--- src/rtl/cnn_result_serializer.sv ---
// Frame serializer for the CNN comparator core: buffers 2x4 signed results
// and streams them one word per handshake, each channel followed by its max.
module cnn_result_serializer #(
    parameter int DW   = 12,
    parameter bit RELU = 1'b0
) (
    input  logic          clk,
    input  logic          rst,
    input  logic          in_valid,
    output logic          in_ready,
    input  logic [DW-1:0] or1_0,
    input  logic [DW-1:0] or1_1,
    input  logic [DW-1:0] or1_2,
    input  logic [DW-1:0] or1_3,
    input  logic [DW-1:0] or2_0,
    input  logic [DW-1:0] or2_1,
    input  logic [DW-1:0] or2_2,
    input  logic [DW-1:0] or2_3,
    output logic          out_valid,
    input  logic          out_ready,
    output logic [DW-1:0] out_data,
    output logic [2:0]    out_tag,
    output logic          out_ch,
    output logic          out_last,
    output logic [7:0]    frame_cnt
);

    typedef enum logic {
        IDLE,
        SEND
    } state_t;

    state_t               state_q, state_d;
    logic signed [DW-1:0] buf_q [8];
    logic signed [DW-1:0] buf_d [8];
    logic signed [DW-1:0] max_q, max_d;
    logic signed [DW-1:0] pool;
    logic                 out_valid_q, out_valid_d;
    logic signed [DW-1:0] out_data_q, out_data_d;
    logic [2:0]           out_tag_q, out_tag_d;
    logic                 out_ch_q, out_ch_d;
    logic                 out_last_q, out_last_d;
    logic [7:0]           frame_cnt_q, frame_cnt_d;
    logic                 xfer;
    logic [1:0]           nxt_tag;

    assign in_ready  = (state_q == IDLE) && !rst;
    assign out_valid = out_valid_q;
    assign out_data  = out_data_q;
    assign out_tag   = out_tag_q;
    assign out_ch    = out_ch_q;
    assign out_last  = out_last_q;
    assign frame_cnt = frame_cnt_q;

    assign xfer    = out_valid_q && out_ready;
    assign nxt_tag = out_tag_q[1:0] + 2'd1;

    always_comb begin
        max_d = max_q;
        if (xfer) begin
            if (out_tag_q == 3'd0) begin
                max_d = out_data_q;
            end else if (out_tag_q != 3'd4 && out_data_q > max_q) begin
                max_d = out_data_q;
            end
        end
        pool = (RELU && max_d[DW-1]) ? '0 : max_d;
    end

    always_comb begin
        state_d     = state_q;
        buf_d       = buf_q;
        out_valid_d = out_valid_q;
        out_data_d  = out_data_q;
        out_tag_d   = out_tag_q;
        out_ch_d    = out_ch_q;
        out_last_d  = out_last_q;
        frame_cnt_d = frame_cnt_q;
        unique case (state_q)
            IDLE: begin
                if (in_valid) begin
                    buf_d[0]    = or1_0;
                    buf_d[1]    = or1_1;
                    buf_d[2]    = or1_2;
                    buf_d[3]    = or1_3;
                    buf_d[4]    = or2_0;
                    buf_d[5]    = or2_1;
                    buf_d[6]    = or2_2;
                    buf_d[7]    = or2_3;
                    state_d     = SEND;
                    out_valid_d = 1'b1;
                    out_data_d  = or1_0;
                    out_tag_d   = 3'd0;
                    out_ch_d    = 1'b0;
                    out_last_d  = 1'b0;
                end
            end
            SEND: begin
                if (xfer) begin
                    if (out_tag_q == 3'd4) begin
                        if (out_ch_q) begin
                            state_d     = IDLE;
                            out_valid_d = 1'b0;
                            out_last_d  = 1'b0;
                            frame_cnt_d = frame_cnt_q + 8'd1;
                        end else begin
                            out_ch_d   = 1'b1;
                            out_tag_d  = 3'd0;
                            out_data_d = buf_q[4];
                        end
                    end else if (out_tag_q == 3'd3) begin
                        // pooled word carries the max including this transfer
                        out_tag_d  = 3'd4;
                        out_data_d = pool;
                        out_last_d = out_ch_q;
                    end else begin
                        out_tag_d  = {1'b0, nxt_tag};
                        out_data_d = buf_q[{out_ch_q, nxt_tag}];
                    end
                end
            end
        endcase
    end

    always_ff @(posedge clk) begin
        if (rst) begin
            state_q     <= IDLE;
            max_q       <= '0;
            out_valid_q <= 1'b0;
            out_data_q  <= '0;
            out_tag_q   <= 3'd0;
            out_ch_q    <= 1'b0;
            out_last_q  <= 1'b0;
            frame_cnt_q <= 8'd0;
            for (int i = 0; i < 8; i++) begin
                buf_q[i] <= '0;
            end
        end else begin
            state_q     <= state_d;
            buf_q       <= buf_d;
            max_q       <= max_d;
            out_valid_q <= out_valid_d;
            out_data_q  <= out_data_d;
            out_tag_q   <= out_tag_d;
            out_ch_q    <= out_ch_d;
            out_last_q  <= out_last_d;
            frame_cnt_q <= frame_cnt_d;
        end
    end

endmodule

--- config.mk ---
export PLATFORM = sky130hd
export DESIGN_NAME = cnn_result_serializer
export DESIGN_NICKNAME = d
export VERILOG_FILES = /design/src/rtl/cnn_result_serializer.sv
export SDC_FILE = /design/constraint.sdc
export NUM_CORES = 1
export LEC_CHECK = 0
export ABC_AREA = 1
export ABC_CLOCK_PERIOD_IN_PS = 3400
export BUFFER_PORTS_ARGS = -buffer_cell sky130_fd_sc_hd__buf_2
export CAP_MARGIN = 40
export CORE_UTILIZATION = 62
export CTS_BUF_LIST = sky130_fd_sc_hd__clkbuf_4
export DETAILED_ROUTE_END_ITERATION = 8
export PLACE_DENSITY_LB_ADDON = 0.12
export SLEW_MARGIN = 10
export SYNTH_ARGS = -nofsm -noshare
export SYNTH_HDL_FRONTEND = slang
export SYNTH_SLANG_ARGS = --single-unit
--- constraint.sdc ---
create_clock -name clk -period 3.4 [get_ports clk]
set_input_delay 0.68 -clock clk [delete_from_list [all_inputs] [get_ports clk]]
set_output_delay 0.68 -clock clk [all_outputs]
set_load 0.02 [all_outputs]
==> flow_summary.toml <==
[timing]
rsz0062_at_grt = "false"
setup_ws_ns = 0.996
drv_slew = 0
fmax_ghz = 0.416
tns_ns = 0
whs_ns = 0.373
period_needed_ns = 2.40
worst_clock_skew_ns = 0.0200
max_slew_margin = 0.418
period_share = 0.707
setup_violations = 0
finalHoldViolations = 0
worstMarginPinSlew_ns = 0.872

[routing]
dr.pass1.iters = 5
wl_met2_mm = 7.53
post_drt_wl_per_cell_um = 14.4
met1_length_mm = 7.23
wirelength_mm = 16.3
drt-initial-drc-count = 516
drc = 0
num_vias = 6295
highest_layer = "met4"
viasPerCell = 5.54
met3_length_mm = 1.18
drtAntennaViolNets = 0

[synth]
synth_mux_area_frac = 0.0156
synth-seq-area-share = 0.422
synth_warnings = 0
synth_fp_nets = 1011
synth_top_family_by_area = "simple AND/OR/NAND/NOR gates"
synth-simple-area-share = 0.238
synthXorXnorAreaFrac = 0
synth_area_um2 = 6400
syn_area_per_cell_um2 = 7.15
synth_cells = 896
synth_fa_ha_area_frac = 0.0293
synth.ff_latch_count = 135
synth_cell_types = 36
synth-compound-area-share = 0.217

[power_and_ir_drop]
switchingPower_mw = 1.15
total_power_mw = 3.50
swShare = 0.329
ir_drop_mv = 0.341
p_leak_nw = 3.25
power.density_nw_per_um2 = 479
p_int_mw = 2.35
p_comb_frac = 0.206
seq_power_share = 0.506
power_frac_clock = 0.288

[placement]
dp.cells = 1105
port_buffers = 126
globalplace.congestion = 0.840
dp_slack_ns = 1.07
placed_cell_area_um2 = 7030
dp_hpwl_mm = 11.5

[clocking]
cts_resized = 0
holdBufCountCts = 0
post_cts_buffers = 0
clk_latency_ns = 0.54
cts_root_buf = "clkbuf_4"
clkTransAtPathRegs_ns = 0.13
tritoncts = "yes"
clock-sinks = 135
cts_made_buffers = 17
cts_max_level = 4
cts_buffer_depth = 2

[cells_and_area]
n_antenna_cell = 0
layout-drive-gt1-share = 0.203
final_cells = 1137
utilization = 0.737
layout-area-overhead-vs-synth_pct = 14.0
multi_input_area_um2 = 3200
fillers = 851
final-seq-area_um2 = 2700
fin_nets = 1106
post-route-cell-area_um2 = 7300

[worst_setup_path]
worstPathArrival_ns = 2.88
path_class = "reg2reg"
critPathRequiredTime_ns = 3.87
setup.worst_path.start_class = "flip-flop"
end_kind = "flip-flop"
critPathMaxFanout = 58

[floorplanning]
die_h_um = 104
ios = 127
core_um2 = 9910
initial_utilization = 0.646
num_rows = 36
fp.dieW_um = 104
die-area_um2 = 10700

[global_routing]
grt_use_total = 0.312
antenna_found_initial = 0
gr-total-overflow = 0
grt_pass1_vias = 5468
grt_max_degree = 101
grt_pass1_wl_mm = 26.8

[run]
cap_violations = 0

[hold_path]
hold_class = "in2reg"

[run_status]
status = "finished clean"
logic make-up (layout without fill, tap and decap cells):
| group | count (synthesis) | in the layout |
|---|---|---|
| AND/OR/NAND/NOR | 360 | 360 |
| AO/OA/AOI/OAI | 252 | 252 |
| flip-flops | 135 | 135 |
| buffers and inverters | 124 | 232 |
| adder cells (fa/ha/maj) | 15 | 15 |
| multiplexers | 10 | 10 |
final cells by class:
type                    count  share of cell area
clock buffers              19              0.0195
clock inverters            13              0.0171
inverters                  64              0.0329
multi-input cells         637               0.439
flip-flops and latches    135               0.370
well taps                 133              0.0228
repair buffers            136              0.0984
power by group through the flow:
stage / combinational, mW / clock (mW) / sequential [mW]
after CTS: 0.716 / 1.01 / 1.77
after global routing: 0.815 / 1.08 / 1.78
after global placement: 0.699 / 0 / 1.80
final: 0.721 / 1.01 / 1.77
after floorplan: 0.498 / 0 / 1.80
after detailed placement: 0.711 / 0 / 1.80
synthesized netlist by cell type:
master / number / share of area
o211ai_1: 6 / 0.0070
o22ai_1: 1 / 0.00098
clkbuf_2: 1 / 0.00078
nor2_4: 1 / 0.0018
nor3_1: 4 / 0.0031
a21oi_1: 51 / 0.040
nand2_1: 71 / 0.042
dfxtp_1: 135 / 0.42
nor2_2: 3 / 0.0029
a21o_1: 2 / 0.0023
ha_1: 15 / 0.029
a41oi_1: 1 / 0.0014
nand3_2: 7 / 0.011
mux2i_1: 10 / 0.016
nand2_4: 8 / 0.014
o221ai_1: 10 / 0.014
clkbuf_1: 43 / 0.025
nor2_1: 241 / 0.14
nand3_1: 16 / 0.013
a21oi_2: 6 / 0.0082
a221oi_1: 5 / 0.0068
nor3b_1: 2 / 0.0023
o21ai_2: 1 / 0.0014
inv_1: 60 / 0.035
o31ai_1: 1 / 0.0012
o21ai_0: 162 / 0.13
buf_12: 1 / 0.0031
buf_2: 8 / 0.0063
nand4_1: 4 / 0.0039
o32ai_1: 3 / 0.0041
inv_2: 4 / 0.0023
nor3_2: 1 / 0.0016
buf_1: 5 / 0.0029
nand2_2: 2 / 0.0020
buf_4: 2 / 0.0023
a211oi_1: 3 / 0.0035
worst max-delay path, cell delays in order (launching register included):
cell and delay, ns:
dfxtp_2 0.33, buf_4 0.29, ha_1 0.28, nand2_1 0.08, inv_1 0.21, nor2_2 0.40, inv_1 0.15, nor2_1 0.23
nand3_1 0.11, nand4_1 0.08, inv_1 0.04, a21oi_1 0.14
layout by cell type (no fill, tap or decap), types with 2 or more instances in the layout:
master      synthesis  final
nor2_1            241    241
o21ai_0           162    162
dfxtp_1           135    134
buf_2               8    126
nand2_1            71     70
inv_1              60     59
a21oi_1            51     51
clkbuf_4            0     19
nand3_1            16     16
ha_1               15     15
mux2i_1            10     10
o221ai_1           10     10
buf_4               2      9
nand2_4             8      8
nand3_2             7      7
o211ai_1            6      6
a21oi_2             6      6
inv_2               4      5
a221oi_1            5      5
clkinv_4            0      5
nand4_1             4      4
nor3_1              4      4
nand2_2             2      3
nor2_2              3      3
o32ai_1             3      3
a211oi_1            3      3
inv_6               0      3
a21o_1              2      2
nor3b_1             2      2
clkinv_2            0      2
clkinvlp_4          0      2
sequential cells by signal, indices dropped and copies added (netlist names), 3 cells and up:
name       count
out_data      12
frame_cnt      8
buf_q         96
max_q         12
out_tag        3
path summary, 6_finish.rpt:
path              depth (start not counted)                        end               startpoint  slack, ns
hold reg to reg                           2     buf_q[23]$_SDFFE_PP0P_   buf_q[23]$_SDFFE_PP0P_       0.47
setup reg to reg                         11  out_data[10]$_SDFFE_PP0P_  out_tag[0]$_SDFFE_PP0P_        1.0
hold / removal                            3     buf_q[81]$_SDFFE_PP0P_                 or1_1[9]       0.37
setup / recovery                         11  out_data[10]$_SDFFE_PP0P_  out_tag[0]$_SDFFE_PP0P_        1.0
routing by layer:
layer | vias up | track usage
met2 | 268 | 0.489
li1 | 3150 | -
met3 | 33 | 0.0529
met4 | 0 | 0.121
met5 | - | 0
met1 | 2844 | 0.427
Note: power is estimated with default switching activity, not from simulation.
